`config.mk`:
```
export PLATFORM = sky130hd
export DESIGN_NAME = serdes_word_aligner
export DESIGN_NICKNAME = d
export VERILOG_FILES = /design/src/rtl/serdes_pkg.sv /design/src/rtl/serdes_comma_detect.sv /design/src/rtl/serdes_word_aligner.sv
export SDC_FILE = /design/constraint.sdc
export NUM_CORES = 1
export LEC_CHECK = 0
export CORE_MARGIN = 2
export CORE_UTILIZATION = 35
export CTS_BUF_LIST = sky130_fd_sc_hd__clkbuf_2
export CTS_CLUSTER_SIZE = 28
export DETAILED_ROUTE_END_ITERATION = 10
export PLACE_DENSITY_LB_ADDON = 0.25
export SETUP_SLACK_MARGIN = 0.02
export SLEW_MARGIN = 5
export SYNTH_ARGS = -nofsm -noshare
export SYNTH_HDL_FRONTEND = slang
export SYNTH_SLANG_ARGS = --single-unit
```
`constraint.sdc`:
```
create_clock -name i_Clk -period 2.6 [get_ports i_Clk]
set_input_delay 0.65 -clock i_Clk [delete_from_list [all_inputs] [get_ports i_Clk]]
set_output_delay 0.65 -clock i_Clk [all_outputs]
set_load 0.02 [all_outputs]
```
`src/rtl/serdes_pkg.sv`:
```
`default_nettype none
// ============================================================================
//  Module      : serdes_pkg
//  Description : Shared 8b/10b SerDes constants and types. The K28.5 comma
//                code groups for both running disparities, and the state
//                type used by the receive word aligner.
//  Revision    : 1.0  initial release
// ============================================================================
package serdes_pkg;

  // K28.5 comma in both running disparities, [9] = first bit on the line
  localparam logic [9:0] K28_5_RDN = 10'b0011111010;
  localparam logic [9:0] K28_5_RDP = 10'b1100000101;

  typedef enum logic [1:0] {
    HUNT   = 2'd0,
    VERIFY = 2'd1,
    LOCKED = 2'd2
  } align_state_t;

endpackage : serdes_pkg
`default_nettype wire

```
`src/rtl/serdes_comma_detect.sv`:
```
`default_nettype none
// ============================================================================
//  Module      : serdes_comma_detect
//  Description : Combinational K28.5 detector on a 10-bit window. Reports
//                whether the window is a comma and, if so, whether it is the
//                RD+ form.
//  Revision    : 1.0  initial release
// ============================================================================
module serdes_comma_detect
  import serdes_pkg::*;
(
  input  logic [9:0] i_Win,
  output logic       o_Is_Comma,
  output logic       o_Is_Rdp
);

  logic w_Is_Rdn;

  // Exact match against either disparity form of K28.5
  always_comb begin
    w_Is_Rdn   = (i_Win == K28_5_RDN);
    o_Is_Rdp   = (i_Win == K28_5_RDP);
    o_Is_Comma = w_Is_Rdn | o_Is_Rdp;
  end

endmodule : serdes_comma_detect
`default_nettype wire

```
`src/rtl/serdes_word_aligner.sv`:
```
`default_nettype none
// ============================================================================
//  Module      : serdes_word_aligner
//  Description : Receive word aligner. Shifts in one serial bit per enabled
//                clock, hunts for the K28.5 comma, confirms the 10-bit word
//                boundary over several commas and emits aligned code words
//                to the 8b/10b decoder. Falls back to hunting after repeated
//                off-boundary commas while locked.
//  Revision    : 1.0  initial release
// ============================================================================
module serdes_word_aligner
  import serdes_pkg::*;
#(
  parameter int LOCK_CNT = 3,
  parameter int ERR_CNT  = 2
) (
  input  logic       i_Clk,
  input  logic       i_Rst,
  input  logic       i_En,
  input  logic       i_Ser_Data,
  output logic [9:0] o_10B,
  output logic       o_10B_Valid,
  output logic       o_Comma,
  output logic       o_Locked,
  output logic       o_Align_Err
);

  localparam int GOOD_W = $clog2(LOCK_CNT + 1);
  localparam int ERR_W  = $clog2(ERR_CNT + 1);

  localparam logic [GOOD_W-1:0] c_GOOD_ONE  = GOOD_W'(1);
  localparam logic [GOOD_W-1:0] c_GOOD_MAX  = GOOD_W'(LOCK_CNT);
  localparam logic [GOOD_W-1:0] c_GOOD_LAST = GOOD_W'(LOCK_CNT - 1);
  localparam logic [ERR_W-1:0]  c_ERR_ONE   = ERR_W'(1);
  localparam logic [ERR_W-1:0]  c_ERR_LAST  = ERR_W'(ERR_CNT - 1);
  localparam logic [3:0]        c_LAST_BIT  = 4'd9;

  logic [9:0]        r_Shift;
  logic [3:0]        r_Bit_Cnt;
  logic [GOOD_W-1:0] r_Good;
  logic [ERR_W-1:0]  r_Err;
  align_state_t      r_State;

  logic [9:0] w_Win;
  logic       w_Is_Comma;
  logic       w_Is_Rdp;
  logic       w_Boundary;
  logic       w_unused_rdp;

  // Window includes the bit arriving this cycle so a match is seen without
  // waiting a further clock
  assign w_Win        = {r_Shift[8:0], i_Ser_Data};
  assign w_Boundary   = (r_Bit_Cnt == c_LAST_BIT);
  // Disparity of the comma is not needed for alignment
  assign w_unused_rdp = w_Is_Rdp;

  serdes_comma_detect u_comma_detect (
    .i_Win      (w_Win),
    .o_Is_Comma (w_Is_Comma),
    .o_Is_Rdp   (w_Is_Rdp)
  );

  // Alignment state machine, bit counter, shift register and registered outputs
  always_ff @(posedge i_Clk or posedge i_Rst) begin
    if (i_Rst) begin
      r_Shift     <= '0;
      r_Bit_Cnt   <= '0;
      r_Good      <= '0;
      r_Err       <= '0;
      r_State     <= HUNT;
      o_10B       <= '0;
      o_10B_Valid <= 1'b0;
      o_Comma     <= 1'b0;
      o_Locked    <= 1'b0;
      o_Align_Err <= 1'b0;
    end else begin
      o_10B_Valid <= 1'b0;
      o_Align_Err <= 1'b0;
      if (i_En) begin
        r_Shift   <= w_Win;
        r_Bit_Cnt <= w_Boundary ? 4'd0 : r_Bit_Cnt + 4'd1;
        case (r_State)
          HUNT: begin
            if (w_Is_Comma) begin
              // Comma ends a word: the next bit starts the first aligned word
              o_10B       <= w_Win;
              o_10B_Valid <= 1'b1;
              o_Comma     <= 1'b1;
              r_Bit_Cnt   <= 4'd0;
              r_Good      <= c_GOOD_ONE;
              r_Err       <= '0;
              if (LOCK_CNT <= 1) begin
                r_State  <= LOCKED;
                o_Locked <= 1'b1;
              end else begin
                r_State <= VERIFY;
              end
            end
          end
          VERIFY: begin
            if (w_Boundary) begin
              o_10B       <= w_Win;
              o_10B_Valid <= 1'b1;
              o_Comma     <= w_Is_Comma;
              if (w_Is_Comma) begin
                if (r_Good >= c_GOOD_LAST) begin
                  r_Good   <= c_GOOD_MAX;
                  r_State  <= LOCKED;
                  o_Locked <= 1'b1;
                end else begin
                  r_Good <= r_Good + c_GOOD_ONE;
                end
              end
            end else if (w_Is_Comma) begin
              // Candidate phase contradicted before lock: quietly re-hunt
              r_Good  <= '0;
              r_State <= HUNT;
            end
          end
          LOCKED: begin
            if (w_Boundary) begin
              o_10B       <= w_Win;
              o_10B_Valid <= 1'b1;
              o_Comma     <= w_Is_Comma;
              if (w_Is_Comma) begin
                r_Err <= '0;
              end
            end else if (w_Is_Comma) begin
              if (r_Err >= c_ERR_LAST) begin
                r_Err       <= '0;
                r_Good      <= '0;
                r_State     <= HUNT;
                o_Locked    <= 1'b0;
                o_Align_Err <= 1'b1;
              end else begin
                r_Err <= r_Err + c_ERR_ONE;
              end
            end
          end
          default: begin
            r_State  <= HUNT;
            o_Locked <= 1'b0;
          end
        endcase
      end
    end
  end

endmodule : serdes_word_aligner
`default_nettype wire

```
Word level (Yosys, flattened, before mapping) --
Cells that the tools add are included.
Cells by class: add/sub/neg operators 3, order comparisons 2, equal/unequal tests 15, mux-type cells 43, bitwise operators 2, reductions and logical operators 10
Operators by type and width (count):
- $mux 2 | 15
- $mux 10 | 2
- $pmux 10 s2 | 1
- $mux 1 | 16
- $ne 2x2->1 const B | 7
- $reduce_and 7->1 | 2
- $mux 4 | 3
- $pmux 2 s3 | 2
- $eq 10x10->1 const B | 1
- $eq 10x8->1 const B | 1
- $reduce_and 8->1 | 1
- $ne 3x3->1 const B | 2
- $add 2x1->2 const B | 2
- $add 4x1->4 const B | 1
- $eq 4x4->1 const B | 1
- $pmux 1 s2 | 2
- $pmux 2 s2 | 1
- $reduce_and 4->1 | 1
- $reduce_bool 2->1 | 2
- $pmux 1 s3 | 1
- $reduce_and 3->1 | 1
- $reduce_bool 3->1 | 1
- $eq 2x1->1 const B | 1
- $eq 2x2->1 const B | 1
- other kinds (7) | 7
Word-level totals: flip-flop bits (word level) 33, input bits 4, output and inout port bits 14

Logic depth before layout (Yosys ltp) --
Gate-level depths: netlist of the first run.
depth in word-level cells 6, mapped depth 7, gate-level depth less buffers 7

Modules after synthesis --
From an unflattened synthesis of the first run, not the netlist that was laid out.
Unflattened totals: cell total of the unflattened synthesis 129, area total of the unflattened synthesis 1625.3 µm²
Modules (own cells, without submodules):
- serdes_word_aligner | instances 1, cells each 123, area an instance 1555.2 µm², seq. area each 825.8 µm²
- serdes_comma_detect | instances 1, cells each 6, area an instance 70.1 µm², seq. area each 0.0 µm²

Least setup slack after synthesis of the first run --
Ideal clock, no wire load.
path type in2reg, start input port i_Ser_Data, end register o_10B[0], data arrival time 2.141 ns, data required time 2.475 ns, slack 0.334 ns, stages on the path 4, buffers on the path 0, cell sequence or3_1 o22a_2 a221oi_4 mux2_2
On the way: word-level cells in the longest chain between the ends 4, elaborated cells on any way between the ends 8
RTL lines:
- start: declaration | line serdes_word_aligner.sv:20 | input logic i_Ser_Data,
- $eq 10x8->1 or $eq 10x10->1 (tied branches) | line serdes_comma_detect.sv:21, serdes_comma_detect.sv:22
- $or 1x1->1 | line serdes_comma_detect.sv:23 | o_Is_Comma = w_Is_Rdn | o_Is_Rdp;
- $ne 2x2->1 (no source line)
- $reduce_and 4->1 (no source line)
- end signal: assignment | line serdes_word_aligner.sv:86 | o_10B <= w_Win;
- end signal: assignment | line serdes_word_aligner.sv:102 | o_10B <= w_Win;
- end signal: assignment | line serdes_word_aligner.sv:122 | o_10B <= w_Win;
- end: declaration | line serdes_word_aligner.sv:21 | output logic [9:0] o_10B,
Parallel ways exist; a longest one is shown, timed or not. The select of a mux whose other input is x is not followed. A chain may end at the register's enable or synchronous reset.

Final worst setup path of the first run --
start input port i_Ser_Data, end register r_Good[0]
On the way: word-level cells in the longest chain between the ends 4, elaborated cells on any way between the ends 7
RTL lines:
- $eq 10x8->1 or $eq 10x10->1 (tied branches) | line serdes_comma_detect.sv:21, serdes_comma_detect.sv:22
- $or 1x1->1 (*) | line serdes_comma_detect.sv:23
- $ne 2x2->1 (no source line)
- $reduce_and 7->1 (no source line) (*)
- end signal: assignment | line serdes_word_aligner.sv:90 | r_Good <= c_GOOD_ONE;
- end signal: assignment | line serdes_word_aligner.sv:107 | r_Good <= c_GOOD_MAX;
- end signal: assignment | line serdes_word_aligner.sv:111 | r_Good <= r_Good + c_GOOD_ONE;
- end: declaration | line serdes_word_aligner.sv:40 | logic [GOOD_W-1:0] r_Good;
Every way passes the cells marked *; elsewhere a longest branch is shown, timed or not.

==> results of run 1 <==
-- synth_stat cells, drive strengths merged (2+ instances only) --
cell type	instances
a21oi	7
a22o	3
a2bb2oi	2
and2	2
clkbuf	3
dfrtp	33
ha	7
inv	8
mux2	21
nand2	7
nand3	7
nand4	2
nor2	7
nor3	2
o22ai	3
or3	2
-- where the power goes --
part	switching (mW)	internal (mW)
logic	0.376	0.435
registers	0.138	0.677
clock network	0.184	0.159
-- cell families (layout without fill, tap and decap cells) --
kind of cell | Yosys count | in the layout
flip-flops | 33 | 33
adder cells (fa/ha/maj) | 7 | 7
AO/OA/AOI/OAI | 30 | 30
multiplexers | 22 | 22
buffers and inverters | 12 | 42
AND/OR/NAND/NOR | 36 | 36
-- layout by cell type, fill, tap and decap left out, types with 2 or more instances in the layout --
| master | synthesis | final |
|---|---|---|
| nand3_1 | 7 | 7 |
| nand4_1 | 2 | 2 |
| clkdlybuf4s50_1 | 0 | 17 |
| or3_1 | 2 | 2 |
| nand2_1 | 7 | 7 |
| inv_1 | 8 | 8 |
| buf_4 | 0 | 8 |
| nor3_1 | 2 | 2 |
| clkbuf_2 | 0 | 5 |
| a21oi_1 | 7 | 7 |
| nor2_1 | 7 | 7 |
| o22ai_1 | 3 | 3 |
| a22o_1 | 3 | 3 |
| mux2_2 | 21 | 21 |
| a2bb2oi_1 | 2 | 2 |
| ha_1 | 7 | 7 |
| and2_1 | 2 | 2 |
| dfrtp_1 | 33 | 33 |
-- registers in the layout, indices dropped and copies added, names as in the netlist --
signal	count
o_10B	10
o_10B_Valid	1
o_Align_Err	1
o_Comma	1
o_Locked	1
r_Bit_Cnt	4
r_Err	2
r_Good	2
r_Shift	9
r_State	2
-- final timing paths --
| kind | to | depth (start not counted) | from | slack (ps) |
|---|---|---|---|---|
| max | r_Good[0] | 5 | i_Ser_Data | 310 |
| min | r_Err[1] | 1 | r_Err[1] | 520 |
| max reg2reg | r_Good[0] | 5 | r_Shift[5] | 500 |
| min reg2reg | r_Err[1] | 1 | r_Err[1] | 520 |
| max in group asynchronous | r_Bit_Cnt[3] | 3 | i_Rst | 1680 |
| min in group asynchronous | r_Err[1] | 3 | i_Rst | 610 |
-- per-layer routing --
layer | track usage | part of all wire | vias to the layer above
met5 | 0 | 0 | -
li1 | - | - | 576
met3 | 0.0375 | 0.056 | 11
met4 | 0.0692 | 0.031 | 0
met2 | 0.223 | 0.48 | 38
met1 | 0.185 | 0.44 | 595
-- worst max-delay path, stage by stage --
cell and delay, ps:
clkdlybuf4s50_1 430, or3_1 370, o22a_2 290, nor4b_1 460, mux2_2 390
-- cell type report --
cell class	instances	area (sq um)
sequential	33	826
clock buffer	5	25.0
timing repair buffer	26	250
inverter	8	30.0
clock inverter	3	41.3
multi-input combinational	95	757
tap	52	65.1
fill	408	2420
==> out/metrics.cfg, run 1 <==
[outcome]
outcome = complete, no violations

[die]
fp-row-count = 24
initial_utilization = 0.369
fp.dieW_um = 72.2
io_pins = 18
die_h_um = 72.2
design.core.area_sq_um = 4410
dieArea_sq_um = 5210

[grt]
grt_pass1_wl_um = 5790
antenna_found_initial = 0
grt_pass1_vias = 1237
grt_max_degree = 34
grt_usage = 0.143
globalRoute.totalOverflow = 0

[setup_path]
crit_required_ps = 2900
critPathKind = input pin to flip-flop
crit_path_end_kind = flip-flop
cp_max_fo = 3
cp_data_arrival_time_ps = 2590
cp-start-kind = input pin

[routing]
drt_iter0_markers = 86
detail_route.first_pass.iterations = 4
viasPerCell = 5.50
postRouteAntennaNets = 0
drcViolationCount = 0
num_vias = 1220
wl_per_cell_um = 14.4
routed_wl_um = 3200

[synthesis]
synth-xor-area-share = 0
syn_nets = 151
synth.distinct_cells = 40
yosys.area_share.simple = 0.113
synth_compound_area_frac = 0.147
synth_async_sr_flop_share = 1.00
ys_seq_area_frac = 0.507
ys_ff_latch = 33
synthFlopType = dfrtp_1
synth_edf_count = 0
yosysTopAreaCell = dfrtp_1
synthTopCellsByArea = dfrtp_1 (51%), mux2_2 (15%), ha_1 (5.4%), a21oi_1 (2.2%), nand3_1 (2.2%)
ys.warnings.count = 0
synthCells = 140
synth-adder-area-share = 0.0538
muxShareOfSynthArea = 0.151
synth_top_family_by_area = multiplexers
syn_area_sq_um = 1630
synth_top_area_share = 0.507
syn_avg_cell_area_sq_um = 11.6

[clocking]
cts.clk_slew.worst_paths_ps = 180
clockBufferDepth = 2
clock_latency_ps = 380
post_cts_buffers = 0
cts.repair.resized = 0
cts_tree = yes
cts_root_buf = clkbuf_2
cts_buffers = 5
postCtsHoldBufs = 0
cts_sinks = 33
h-tree-depth = 2

[place]
place_inst = 214
dpl.hpwl_um = 2300
dpl_cell_area_sq_um = 1930
portBuffers = 17
dpl_worst_slack_ps = -131
gp_congestion = 0.858

[timing]
slew_violations = 0
rsz0062_at_grt = no
hold_viol_final = 0
fin_crit_sh = 0.882
setup_viol = 0
skew_ps = 15.5
worstMarginPinSlew_ps = 533
slew_headroom = 0.643
fmax_mhz = 436
holdWs_ps = 518
final.min_clock_period_ps = 2290
tns_ps = 0
fin_ws_ps = 307

[power]
p_leak_nw = 0.850
p_per_area_nw_per_um2 = 988
fin_total_pwr_mw = 1.97
vdd_drop_max_mv = 0.463

[worst_hold_path]
hold_path.class = flip-flop to flip-flop

[layout]
nets = 180
postLayoutCellArea_sq_um = 1990
n_antenna_cell = 0
drive_above_1_share = 0.235
post-route-util = 0.452
instances_no_fill = 222
area_growth_pct = 22.5

[job]
maxCapViolCount = 0

(Power assumes the default switching activity.)
==> inputs of run 2 (changes only) <==
--- a/config.mk
+++ b/config.mk
@@ -12,7 +12,7 @@
 export DETAILED_ROUTE_END_ITERATION = 10
 export PLACE_DENSITY_LB_ADDON = 0.25
 export SETUP_SLACK_MARGIN = 0.02
-export SLEW_MARGIN = 5
+export SLEW_MARGIN = 20
 export SYNTH_ARGS = -nofsm -noshare
 export SYNTH_HDL_FRONTEND = slang
 export SYNTH_SLANG_ARGS = --single-unit
==> results of run 2 <==
Same layout as run 1: the final DEF is identical, and so are final timing and power.
==> patch 1 (flow settings as in run 1) <==
Set the parameter `LOCK_CNT` to 2 (it was 3).
--- a/src/rtl/serdes_word_aligner.sv
+++ b/src/rtl/serdes_word_aligner.sv
@@ -13,3 +13,3 @@
 #(
-  parameter int LOCK_CNT = 3,
+  parameter int LOCK_CNT = 2,
   parameter int ERR_CNT  = 2
Function: same outputs for any inputs over 10 cycles, from zero or initial values and one cycle with i_Rst high; that may be too few to reach the edited logic, so the function may still have changed.
==> patch 1 against run 1 <==
  * Total power fell by 6.9%
  * Synthesized cell count rose by 2.1%
  * Area after synthesis rose by 3.8%
  * Worst hold slack improved by 9.9 ps
  * First-iteration DRC count rose by 20%
  * Sequential cell count did not move
  * Setup slack improved by 120 ps
  * Clock skew fell by 2.1 ps
  * Wire length rose by 0.94%
  * Fmax rose by 5.6%
  * Final area rose by 1.7%
  * Critical path depth rose by 1
  * Sequential power fell by 3.1%
  * Register-to-register slack improved by 30 ps
==> patch 1: results (changes against run 1) <==
- Post-synthesis compound-gate area fraction: 11.0% (-3.7 points)
- Routed vias/inst: 5.33 (-3.0%)
- Mapped Cells: 143 (+2.1%)
- Slowest-stage cell, CP: o21bai_2
- Top post-synthesis cells by count: dfrtp_1, nand2_1, inv_1
- Detailed Place HPWL: 2.34 mm (+1.8%)
- Top cells by area, synth: dfrtp_1, mux2_4, mux2_2
- DR WL/cell: 14.4 um (-0.41%)
- Worst slack, placed: -23.2 ps (+108 ps)
- Mux contribution to synthesized area: 15.2% (+0.11 points)
- Nets: 181 (+0.56%)
- Fillers: 454 (+11%)
- Max VDD drop: 518 uV (+12%)
- Synthesized netlist net count: 154 (+2.0%)
- Synth unique cells: 47 (+18%)
- Total GRT Usage: 13.7% (-0.58 points)
- Dpl cell area: 1960 sq um (+1.5%)
- Slowest stage delay, CP: 600 ps (+140 ps)
- First-pass GRT wire length: 5.84 mm (+0.83%)
- Final Instance Count excl. Fillers: 225 (+1.4%)
- Placer Congestion: 0.816 (-4.9%)
- Max-slew headroom: 49.3% (-15 points)
- Placed insts: 217 (+1.4%)
- Pleak: 0.943 nW (+11%)
- Status: finished, final reports clean
- Sequential share of the synthesized area: 48.9% (-1.9 points)
- Worst reg2reg path depth: 4 (-1)
- Share of cells above drive strength 1: 24.6% (+1.0 points)
- Via count of the first global-routing pass: 1283 (+3.7%)
- IO buf count: 17 (unchanged)
- PwrDens: 905 nW/um^2 (-8.4%)
- Drt initial violations: 103 (+20%)
- Family with the most delay on the worst path: compound AO/OA/AOI/OAI gates
## patch 1: changes by cell type in the layout (fill, tap and decap cells not counted), moves of 3 or more
cell / before / now
or4_1: 0 / 3
nand2_1: 7 / 11
o21ai_1: 0 / 3
mux2_4: 0 / 9
a22o_1: 3 / 0
mux2_2: 21 / 9
a21oi_1: 7 / 3
## patch 1: power breakdown
| part | internal [mW] | switching [mW] | total, mW |
|---|---|---|---|
| clock | 0.164 | 0.194 | 0.358 |
| combinational | 0.369 | 0.319 | 0.687 |
| sequential | 0.662 | 0.127 | 0.790 |
| total | 1.19 | 0.640 | 1.83 |
## patch 1: worst register-to-register path, cell delays in order, from the launching register on
cell	delay, ps
dfrtp_1	460
or4_4	600
o31ai_4	260
o21bai_2	270
mux2_1	380
## patch 1: area by class of cell
cell class / count / area share [%]
Inverter: 11 / 2.04
Sequential cell: 33 / 40.7
Clock inverter: 3 / 2.28
Clock buffer: 5 / 1.23
Timing Repair Buffer: 24 / 11.0
Multi-Input combinational cell: 95 / 39.4
Tap cell: 54 / 3.33
## patch 1: worst paths after layout
path | from | to | slack [ps]
setup / recovery | i_Ser_Data | o_10B[3] | 430
hold / removal | o_10B[3] | o_10B[3] | 530
setup reg to reg | r_Shift[3] | o_10B[3] | 530
hold reg to reg | o_10B[3] | o_10B[3] | 530
max in group asynchronous | i_Rst | r_Bit_Cnt[2] | 1680
min in group asynchronous | i_Rst | o_10B[0] | 630
## patch 1: metal layers
| metal | vias up | GRT usage, % | routed length [um] |
|---|---|---|---|
| met1 | 586 | 17.9 | 1480 |
| met4 | 0 | 4.44 | 41 |
| li1 | 572 | - | - |
| met5 | - | 0 | 0 |
| met2 | 35 | 22.2 | 1550 |
| met3 | 7 | 3.57 | 159 |
==> patch 2 (flow settings as in run 1) <==
Without the edit above. Put one more register stage on the output `o_Locked`, with the module's reset. The value now appears one clock later. The other outputs are not delayed to match.
--- a/src/rtl/serdes_word_aligner.sv
+++ b/src/rtl/serdes_word_aligner.sv
@@ -37,2 +37,4 @@
 
+  logic o_Locked_s0;
+
   logic [9:0]        r_Shift;
@@ -73,3 +75,3 @@
       o_Comma     <= 1'b0;
-      o_Locked    <= 1'b0;
+      o_Locked_s0 <= 1'b0;
       o_Align_Err <= 1'b0;
@@ -93,3 +95,3 @@
                 r_State  <= LOCKED;
-                o_Locked <= 1'b1;
+                o_Locked_s0 <= 1'b1;
               end else begin
@@ -108,3 +110,3 @@
                   r_State  <= LOCKED;
-                  o_Locked <= 1'b1;
+                  o_Locked_s0 <= 1'b1;
                 end else begin
@@ -132,3 +134,3 @@
                 r_State     <= HUNT;
-                o_Locked    <= 1'b0;
+                o_Locked_s0 <= 1'b0;
                 o_Align_Err <= 1'b1;
@@ -141,3 +143,3 @@
             r_State  <= HUNT;
-            o_Locked <= 1'b0;
+            o_Locked_s0 <= 1'b0;
           end
@@ -148,2 +150,10 @@
 
+  always_ff @(posedge i_Clk or posedge i_Rst) begin
+    if (i_Rst) begin
+      o_Locked <= '0;
+    end else begin
+      o_Locked <= o_Locked_s0;
+    end
+  end
+
 endmodule : serdes_word_aligner
Behaviour: same outputs for any inputs over 10 cycles, from zero or initial values and one cycle with i_Rst high; that may be too few to reach the edited logic, so the function may still have changed.
==> patch 2 against run 1 <==
  * Setup slack improved by 91 ps
  * Count of clock-buffer cells in the layout is the same
  * Combinational power decreased by 21%
  * Sequential cell count grew 1
  * Clock power down 31%
  * Area after synthesis up 4.2%
  * Sequential power decreased by 2%
  * Synthesized cell count increased by 5.0%
  * Final area fell by 0.63%
  * Total power fell by 15%
  * Non-clock buffer count shrank 4
  * Wire length rose by 4.8%
  * Via count increased by 0.25%
  * Critical path type unchanged
  * Critical endpoint is now o_10B[5]
  * Largest power group unchanged
==> patch 2: results (changes against run 1) <==
- Status: finished, final reports clean
- Worst Hold Path Cells: 0 (-1)
- Hold-fix buffers at CTS: 0 (unchanged)
- Detailed Place HPWL: 2.36 mm (+2.6%)
- Routed vias/inst: 5.46 (-0.65%)
- Sw Share: 36.5% (+0.97 points)
- Dpl cell area: 1940 sq um (+0.65%)
- Worst R2R Start: r_State[0]
- WL met2: 1.65 mm (+7.7%)
- Slowest-stage cell, CP: clkdlybuf4s50_1
- Placer Congestion: 1.00 (+17%)
- Met1 usage: 18.3% (-0.18 points)
- Worst reg-to-reg setup slack: 600 ps (+100 ps)
- Clock Skew: 19.8 ps (+4.29 ps)
- CP Max Fanout: 10 (+7)
- WHS Endpoint: o_Locked
- Pleak: 0.852 nW (+0.22%)
- Worst Setup EP: o_10B[5]
- Max VDD drop: 423 uV (-8.7%)
- Met2 Usage GRT: 22.3% (about the same)
- Buf/Inv on CP: 2 (+1)
- Slowest stage delay, CP: 420 ps (-40 ps)
- DR WL met3: 174 um (-2.8%)
- Critical Path AT: 2460 ps (-130 ps)
- P_clk: 0.239 mW (-31%)
- Final WL: 3.36 mm (+4.8%)
- Top cells by area, synth: dfrtp_1, mux2_1, mux2_2
- Placed insts: 216 (+0.93%)
- Bufs on Longest Clock Path: 2 (unchanged)
- Family with the most delay on the worst path: buffers and inverters
- Seq pwr share: 47.7% (+6.3 points)
- Wl on met1: 1.49 mm (+6.9%)
- Via count of the first global-routing pass: 1260 (+1.9%)
- Total GRT Usage: 14.1% (-0.17 points)
- Drt initial violations: 172 (+100%)
- M3 GR Usage: 4.25% (+0.50 points)
- Final setup margin: 398 ps (+91.2 ps)
- Reg-to-reg critical path endpoint: r_State[1]
- Tot Pwr: 1.68 mW (-15%)
- Sequential share of the synthesized area: 50.1% (-0.58 points)
- Synth unique cells: 45 (+13%)
- Max-slew headroom: 59.1% (-5.2 points)
- Mapped Cells: 147 (+5.0%)
- Worst hold start: o_Locked_s0
- Pin count of the biggest net entering global routing: 35 (+2.9%)
- First-pass GRT wire length: 5.84 mm (+0.95%)
- Hold WS: 409 ps (-109 ps)
- Share of cells above drive strength 1: 14.7% (-8.8 points)
- Total vias in the final route: 1223 (+0.25%)
- Worst reg2reg path depth: 6 (+1)
- Largest regs: o_10B: 10 flops, r_Shift: 9 flops, r_Bit_Cnt: 4 flops
- Worst slack, placed: -2.72 ps (+128 ps)
- Synthesized netlist net count: 158 (+4.6%)
==> patch 2: cell types whose count changed in the layout (fill, tap and decap cells not counted), sizes merged, moves of 4 or more <==
cell           run 1  this run
nor2               7         2
buf                9         5
nand2b             1         5
o21ai              1         5
==> patch 2: kinds of logic (layout without fill, tap and decap cells) <==
kind of cell / after synthesis / count (layout) / synth area share (%)
multiplexers: 21 / 21 / 13.9
AND/OR/NAND/NOR: 37 / 37 / 14.4
buffers and inverters: 17 / 40 / 4.06
flip-flops: 34 / 34 / 50.1
adder cells (fa/ha/maj): 7 / 7 / 5.16
AO/OA/AOI/OAI: 31 / 31 / 12.3
==> patch 2: layout make-up <==
cell class | instances | area [sq um]
Clock buffer | 5 | 25.0
Clock inverter | 3 | 16.3
Fill cell | 453 | 2710
Inverter | 10 | 37.5
Multi-Input combinational cell | 96 | 777
Sequential cell | 34 | 851
Tap cell | 54 | 67.6
Timing Repair Buffer | 22 | 208
